==> config.mk <==
export PLATFORM = sky130hd
export DESIGN_NAME = mem_bus_arbiter_flat
export DESIGN_NICKNAME = d
export VERILOG_FILES = /design/src/rtl/mem_bus_arbiter_if.sv /design/src/rtl/mem_bus_arbiter.sv /design/src/flat_wrapper.sv
export SDC_FILE = /design/constraint.sdc
export NUM_CORES = 1
export LEC_CHECK = 0
export ABC_AREA = 0
export CAP_MARGIN = 10
export CORE_MARGIN = 2
export CORE_UTILIZATION = 37
export DETAILED_ROUTE_END_ITERATION = 7
export GPL_TIMING_DRIVEN = 0
export PLACE_DENSITY = 0.81
export SLEW_MARGIN = 20
export SYNTH_ARGS = -nofsm -noshare
export SYNTH_HDL_FRONTEND = slang
export SYNTH_SLANG_ARGS = --single-unit
==> constraint.sdc <==
create_clock -name clk -period 2.3 [get_ports clk]
set_input_delay 0.23 -clock clk [delete_from_list [all_inputs] [get_ports clk]]
set_output_delay 0.23 -clock clk [all_outputs]
set_load 0.05 [all_outputs]
==> src/rtl/mem_bus_arbiter_if.sv <==
// Signal bundle between two line-level requesters, the memory-side line bus and the arbiter.
// The master modport is the arbiter's view. The slave modport is the view of the requesters and memory.
interface mem_bus_arbiter_if;
  logic [1:0]  rq0_cmd;
  logic [14:0] rq0_addr;
  logic [15:0] rq0_wdata;
  logic [1:0]  rq1_cmd;
  logic [14:0] rq1_addr;
  logic [15:0] rq1_wdata;
  logic [1:0]  rq_gnt;
  logic [1:0]  rq_beat;
  logic [15:0] rq_rdata;
  logic [1:0]  rq_done;
  logic [1:0]  rq_err;
  logic [1:0]  mem_cmd_o;
  logic [14:0] mem_addr_o;
  logic [15:0] mem_wdata_o;
  logic [1:0]  mem_cmd_i;
  logic [15:0] mem_rdata_i;

  modport master (
    input  rq0_cmd, rq0_addr, rq0_wdata,
    input  rq1_cmd, rq1_addr, rq1_wdata,
    input  mem_cmd_i, mem_rdata_i,
    output rq_gnt, rq_beat, rq_rdata, rq_done, rq_err,
    output mem_cmd_o, mem_addr_o, mem_wdata_o
  );

  modport slave (
    output rq0_cmd, rq0_addr, rq0_wdata,
    output rq1_cmd, rq1_addr, rq1_wdata,
    output mem_cmd_i, mem_rdata_i,
    input  rq_gnt, rq_beat, rq_rdata, rq_done, rq_err,
    input  mem_cmd_o, mem_addr_o, mem_wdata_o
  );
endinterface

==> src/rtl/mem_bus_arbiter.sv <==
// Two-requester arbiter for the memory line bus. It serialises whole-line READ_LINE and WRITE_LINE
// transactions with round-robin tie-break and a response timeout.
module mem_bus_arbiter #(
  parameter int BEATS   = 8,
  parameter int TIMEOUT = 255
) (
  input  logic              clk,
  input  logic              RESET,
  mem_bus_arbiter_if.master bus
);

  localparam int             BW           = (BEATS > 1) ? $clog2(BEATS) : 1;
  localparam logic [BW-1:0]  LAST_BEAT    = BW'(BEATS - 1);
  localparam logic [7:0]     TMO_LIMIT    = 8'(TIMEOUT);
  localparam logic [1:0]     CMD_RESPONSE = 2'd1;

  typedef enum logic [2:0] {
    S_IDLE,
    S_ISSUE,
    S_WDATA,
    S_WAIT,
    S_RDATA
  } state_e;

  state_e          state_q;
  logic            owner_q;
  logic            is_write_q;
  logic            rr_q;
  logic [14:0]     addr_q;
  logic [BW-1:0]   beat_q;
  logic [7:0]      tmo_q;

  logic            rq0_vld;
  logic            rq1_vld;
  logic            gnt_idx_d;
  logic            rsp;
  logic            last_beat;
  logic            tmo_hit;
  logic [1:0]      owner_oh;

  // Commands 2 and 3 are the only valid requests. Bit 1 alone separates them from NOP and 1.
  assign rq0_vld   = bus.rq0_cmd[1];
  assign rq1_vld   = bus.rq1_cmd[1];
  // On a tie, the requester that is not rr_q wins.
  assign gnt_idx_d = rq1_vld & (~rq0_vld | ~rr_q);
  assign rsp       = (bus.mem_cmd_i == CMD_RESPONSE);
  assign last_beat = (beat_q == LAST_BEAT);
  assign tmo_hit   = (tmo_q == TMO_LIMIT);
  assign owner_oh  = owner_q ? 2'b10 : 2'b01;

  // NOTE: sequential state uses non-blocking assignments only, so every register samples
  // pre-edge values and the update order inside this block does not matter.
  always_ff @(posedge clk or negedge RESET) begin
    if (!RESET) begin
      state_q    <= S_IDLE;
      owner_q    <= 1'b0;
      is_write_q <= 1'b0;
      rr_q       <= 1'b1;
      addr_q     <= '0;
      beat_q     <= '0;
      tmo_q      <= '0;
    end else begin
      case (state_q)
        S_IDLE: begin
          if (rq0_vld || rq1_vld) begin
            owner_q    <= gnt_idx_d;
            is_write_q <= gnt_idx_d ? bus.rq1_cmd[0] : bus.rq0_cmd[0];
            addr_q     <= gnt_idx_d ? bus.rq1_addr : bus.rq0_addr;
            if (rq0_vld && rq1_vld) rr_q <= gnt_idx_d;
            beat_q     <= '0;
            tmo_q      <= '0;
            state_q    <= S_ISSUE;
          end
        end
        S_ISSUE: state_q <= is_write_q ? S_WDATA : S_WAIT;
        S_WDATA: begin
          if (last_beat) begin
            beat_q  <= '0;
            state_q <= S_WAIT;
          end else begin
            beat_q  <= beat_q + BW'(1);
          end
        end
        S_WAIT: begin
          tmo_q <= tmo_q + 8'd1;
          if (rsp) begin
            if (is_write_q || last_beat) begin
              state_q <= S_IDLE;
            end else begin
              beat_q  <= BW'(1);
              state_q <= S_RDATA;
            end
          end else if (tmo_hit) begin
            state_q <= S_IDLE;
          end
        end
        S_RDATA: begin
          beat_q <= beat_q + BW'(1);
          if (last_beat) state_q <= S_IDLE;
        end
        default: state_q <= S_IDLE;
      endcase
    end
  end

  // NOTE: every output gets a default before the case, so no path can leave one unassigned
  // and infer a latch.
  always_comb begin
    bus.rq_gnt      = '0;
    bus.rq_beat     = '0;
    bus.rq_rdata    = '0;
    bus.rq_done     = '0;
    bus.rq_err      = '0;
    bus.mem_cmd_o   = '0;
    bus.mem_addr_o  = '0;
    bus.mem_wdata_o = '0;
    case (state_q)
      S_ISSUE: begin
        bus.rq_gnt     = owner_oh;
        bus.mem_cmd_o  = {1'b1, is_write_q};
        bus.mem_addr_o = addr_q;
      end
      S_WDATA: begin
        bus.rq_beat     = owner_oh;
        bus.mem_wdata_o = owner_q ? bus.rq1_wdata : bus.rq0_wdata;
      end
      S_WAIT: begin
        if (rsp) begin
          if (is_write_q) begin
            bus.rq_done = owner_oh;
          end else begin
            bus.rq_beat  = owner_oh;
            bus.rq_rdata = bus.mem_rdata_i;
            if (last_beat) bus.rq_done = owner_oh;
          end
        end else if (tmo_hit) begin
          bus.rq_done = owner_oh;
          bus.rq_err  = owner_oh;
        end
      end
      S_RDATA: begin
        bus.rq_beat  = owner_oh;
        bus.rq_rdata = bus.mem_rdata_i;
        if (last_beat) bus.rq_done = owner_oh;
      end
      default: ;
    endcase
  end

endmodule
==> src/flat_wrapper.sv <==
// flat-port wrapper written by rule: the top's interface ports become plain ports
module mem_bus_arbiter_flat 
#(
  parameter int BEATS   = 8,
  parameter int TIMEOUT = 255
)
  (clk, RESET, bus_rq0_cmd, bus_rq0_addr, bus_rq0_wdata, bus_rq1_cmd, bus_rq1_addr, bus_rq1_wdata, bus_mem_cmd_i, bus_mem_rdata_i, bus_rq_gnt, bus_rq_beat, bus_rq_rdata, bus_rq_done, bus_rq_err, bus_mem_cmd_o, bus_mem_addr_o, bus_mem_wdata_o);
  mem_bus_arbiter_if bus_i ();
  input  logic clk;
  input  logic RESET;
  input wire logic [$bits(bus_i.rq0_cmd)-1:0] bus_rq0_cmd;
  input wire logic [$bits(bus_i.rq0_addr)-1:0] bus_rq0_addr;
  input wire logic [$bits(bus_i.rq0_wdata)-1:0] bus_rq0_wdata;
  input wire logic [$bits(bus_i.rq1_cmd)-1:0] bus_rq1_cmd;
  input wire logic [$bits(bus_i.rq1_addr)-1:0] bus_rq1_addr;
  input wire logic [$bits(bus_i.rq1_wdata)-1:0] bus_rq1_wdata;
  input wire logic [$bits(bus_i.mem_cmd_i)-1:0] bus_mem_cmd_i;
  input wire logic [$bits(bus_i.mem_rdata_i)-1:0] bus_mem_rdata_i;
  output wire logic [$bits(bus_i.rq_gnt)-1:0] bus_rq_gnt;
  output wire logic [$bits(bus_i.rq_beat)-1:0] bus_rq_beat;
  output wire logic [$bits(bus_i.rq_rdata)-1:0] bus_rq_rdata;
  output wire logic [$bits(bus_i.rq_done)-1:0] bus_rq_done;
  output wire logic [$bits(bus_i.rq_err)-1:0] bus_rq_err;
  output wire logic [$bits(bus_i.mem_cmd_o)-1:0] bus_mem_cmd_o;
  output wire logic [$bits(bus_i.mem_addr_o)-1:0] bus_mem_addr_o;
  output wire logic [$bits(bus_i.mem_wdata_o)-1:0] bus_mem_wdata_o;
  assign bus_i.rq0_cmd = bus_rq0_cmd;
  assign bus_i.rq0_addr = bus_rq0_addr;
  assign bus_i.rq0_wdata = bus_rq0_wdata;
  assign bus_i.rq1_cmd = bus_rq1_cmd;
  assign bus_i.rq1_addr = bus_rq1_addr;
  assign bus_i.rq1_wdata = bus_rq1_wdata;
  assign bus_i.mem_cmd_i = bus_mem_cmd_i;
  assign bus_i.mem_rdata_i = bus_mem_rdata_i;
  assign bus_rq_gnt = bus_i.rq_gnt;
  assign bus_rq_beat = bus_i.rq_beat;
  assign bus_rq_rdata = bus_i.rq_rdata;
  assign bus_rq_done = bus_i.rq_done;
  assign bus_rq_err = bus_i.rq_err;
  assign bus_mem_cmd_o = bus_i.mem_cmd_o;
  assign bus_mem_addr_o = bus_i.mem_addr_o;
  assign bus_mem_wdata_o = bus_i.mem_wdata_o;
  mem_bus_arbiter #(.BEATS(BEATS), .TIMEOUT(TIMEOUT)) u_core (.clk(clk), .RESET(RESET), .bus(bus_i));
endmodule
==> impl_metrics.env <==
export IMPL_p_leak_nw=1.722
export IMPL_port_buffers=142
export IMPL_async_reset_ff_share_pct=100.0
export IMPL_place_gp_congestion=0.8522
export IMPL_vias_per_cell=5.117
export IMPL_yosysMostFrequentCell="dfrtp_1"
export IMPL_synth_seq_cells=32
export IMPL_routed_wl_um=7142
export IMPL_io_pins=143
export IMPL_cts_inserted_buffers=5
export IMPL_maxSlewViolCount=0
export IMPL_finalSetupViolCount=0
export IMPL_cts_sinks=32
export IMPL_initial_utilization_pct=38.46
export IMPL_h_tree_depth=2
export IMPL_track_usage_pct=20.53
export IMPL_vias=2364
export IMPL_grt_util_met1_pct=22.60
export IMPL_r2r_start="u_core.beat_q[0]"
export IMPL_synth_edf_count=0
export IMPL_crit_fanout=6
export IMPL_dpl_hpwl_um=5369
export IMPL_achievable_frequency_mhz=437.8
export IMPL_ys_types=48
export IMPL_busiest_layer="met2"
export IMPL_post_route_cells_drive_above_1_share_pct=28.17
export IMPL_holdWs_ns=0.4265
export IMPL_cts_max_path_buffers=2
export IMPL_critical_path_class="reg2out"
export IMPL_synth_cell_area_mm2=0.002277
export IMPL_startpoint_type="flip-flop"
export IMPL_insertion_delay_ns=0.28
export IMPL_rsz0062_at_grt="true"
export IMPL_synth_ff_type="dfrtp_1"
export IMPL_yosysSeqAreaShare_pct=35.22
export IMPL_fin_crit_ns=2.284
export IMPL_die_h_um=82.45
export IMPL_postRouteAntennaNets=0
export IMPL_clockRootBuffer="clkbuf_8"
export IMPL_yosys_warnings=0
export IMPL_postLayoutCoreUtil_pct=65.41
export IMPL_core_area_mm2=0.005921
export IMPL_fin_ws_ns=0.01560
export IMPL_grt_first_pass_wirelength_um=10690
export IMPL_first_global_vias=2330
export IMPL_period_share_pct=99.32
export IMPL_worst_pin_slew_ns=0.4997
export IMPL_overflow=0
export IMPL_fp_row_count=28
export IMPL_drc=0
export IMPL_syn_nets=322
export IMPL_totalPowerFinal_mw=4.212
export IMPL_ir_drop_mv=0.5837
export IMPL_ys_top_cells_by_count="31 x dfrtp_1, 21 x mux2i_1, 21 x nor2_1, 18 x and3_1, 17 x nor2b_1"
export IMPL_grt_met2_usage_pct=38.06
export IMPL_cp_arrival_ns=2.05
export IMPL_dp_slack_ns=-0.5767
export IMPL_crit_path_end_kind="primary output"
export IMPL_clock_skew_ns=0.007058
export IMPL_layout_nets=475
export IMPL_wl_per_cell_um=15.46
export IMPL_tns_ns=0
export IMPL_cts_tree="yes"
export IMPL_multiInputGateArea_mm2=0.001476
export IMPL_regArea_um2=802.0
export IMPL_grt_max_degree=33
export IMPL_synth_area_leaders="dfrtp_1 34%, mux2i_1 9.2%, mux2_2 7.9%, mux2_1 7.4%, and3_1 4.9%"
export IMPL_postSynthCellCount=233
export IMPL_yosys_area_top_type="dfrtp_1"
export IMPL_die_w_um=82.45
export IMPL_num_antenna_cells=0
export IMPL_power_density_mw_per_mm2=1088
export IMPL_syn_area_per_cell_um2=9.773
export IMPL_grtUsageMet3_pct=5.978
export IMPL_worstHoldPathType="in2async"
export IMPL_cts_clk_slew_worst_paths_ns=0.07
export IMPL_crit_start="u_core.beat_q[0]"
export IMPL_n_fill_cell=507
export IMPL_dieArea_mm2=0.006798
export IMPL_drt_iter0_drc=96
export IMPL_synth_top_area_share_pct=34.07
export IMPL_crit_required_ns=2.07
export IMPL_maxCapViolations=0
export IMPL_run_status="finished clean"
export IMPL_antenna_found_initial=0
export IMPL_area_growth_syn_to_layout_pct=70.05
export IMPL_hold_viol_final=0
export IMPL_slew_headroom_pct=66.58
export IMPL_first_pass_iters=4
-- where the power goes --
group / leakage, nW / switching [mW] / internal, mW
clock: 0.0479 / 0.220 / 0.211
sequential: 0.392 / 0.206 / 0.835
combinational: 1.28 / 1.71 / 1.03
-- state kept, by name, summed over array words and instances (netlist names) --
signal and count:
u_core.state_q 3, u_core.rr_q 1, u_core.tmo_q 8, u_core.owner_q 1, u_core.beat_q 3, u_core.is_write_q 1
u_core.addr_q 15
-- per-layer routing --
metal | part of all wire (%) | vias up
li1 | - | 1158
met1 | 38 | 1086
met2 | 50 | 111
met3 | 11 | 9
met4 | 1.1 | 0
met5 | 0 | -
-- path summary, 6_finish.rpt --
kind                                    end  slack [ns]  depth (start not counted)
setup / recovery             bus_rq_done[0]        0.02                          6
hold / removal             u_core.addr_q[5]        0.43                          3
setup reg to reg           u_core.beat_q[0]        0.18                          5
hold reg to reg             u_core.tmo_q[6]        0.49                          1
max in group asynchronous       u_core.rr_q        1.64                          3
min in group clk            u_core.tmo_q[6]        0.49                          1
-- area by class of cell --
class | instances | area share (%)
clock inverters | 3 | 0.4847
clock buffers | 5 | 1.777
repair buffers | 145 | 33.67
plain buffers | 15 | 2.326
inverters | 5 | 0.4847
flip-flops and latches | 32 | 20.71
well taps | 75 | 2.423
multi-input cells | 182 | 38.13
-- cells by family (layout without fill, tap and decap cells) --
group,Yosys count,count (layout),share of synthesized area (%)
multiplexers,53,53,25.22
AO/OA/AOI/OAI,30,31,9.560
flip-flops,32,32,35.22
adder cells (fa/ha/maj),3,3,1.649
XOR/XNOR,2,2,0.7694
AND/OR/NAND/NOR,93,93,23.13
buffers and inverters,20,173,4.450
-- through the flow --
step	std cells	instance area (um^2)
2_1_floorplan	233	2287
3_3_place_gp	450	3802
3_5_place_dp	451	3817
4_1_cts	461	3969
5_1_grt	462	3872
6_report	462	3872
-- worst max-delay path: stages, from the launching register on --
cell     delay, ns
dfrtp_1       0.42
ha_2          0.22
ha_4          0.18
or4b_4        0.52
a21oi_4       0.19
nor3_2        0.07
buf_6         0.17
-- cells in the final DEF, fill, tap and decap left out, types with 8 or more instances in the layout --
cell and n:
clkdlybuf4s50_1 85, mux2i_1 21, clkdlybuf4s15_2 12, nand2_1 8, clkbuf_2 20, mux2_1 15
nor2_1 19, buf_2 16, and3_1 18, dfrtp_1 31, nor2b_1 16, mux2_2 16
-- what timing repair did --
| action | 4_1_cts | 5_1_grt |
|---|---|---|
| buffers inserted | 0 | 1 |
| endpoints found under the hold margin | 31 | 0 |
| gates resized for setup | 150 | 77 |
| setup endpoints to repair | 56 | 49 |
| hold buffers | 1 | 0 |
| pin swaps | 2 | 1 |
| cloned | 1 | 0 |
No activity file was read; power rests on OpenSTA's default activity.
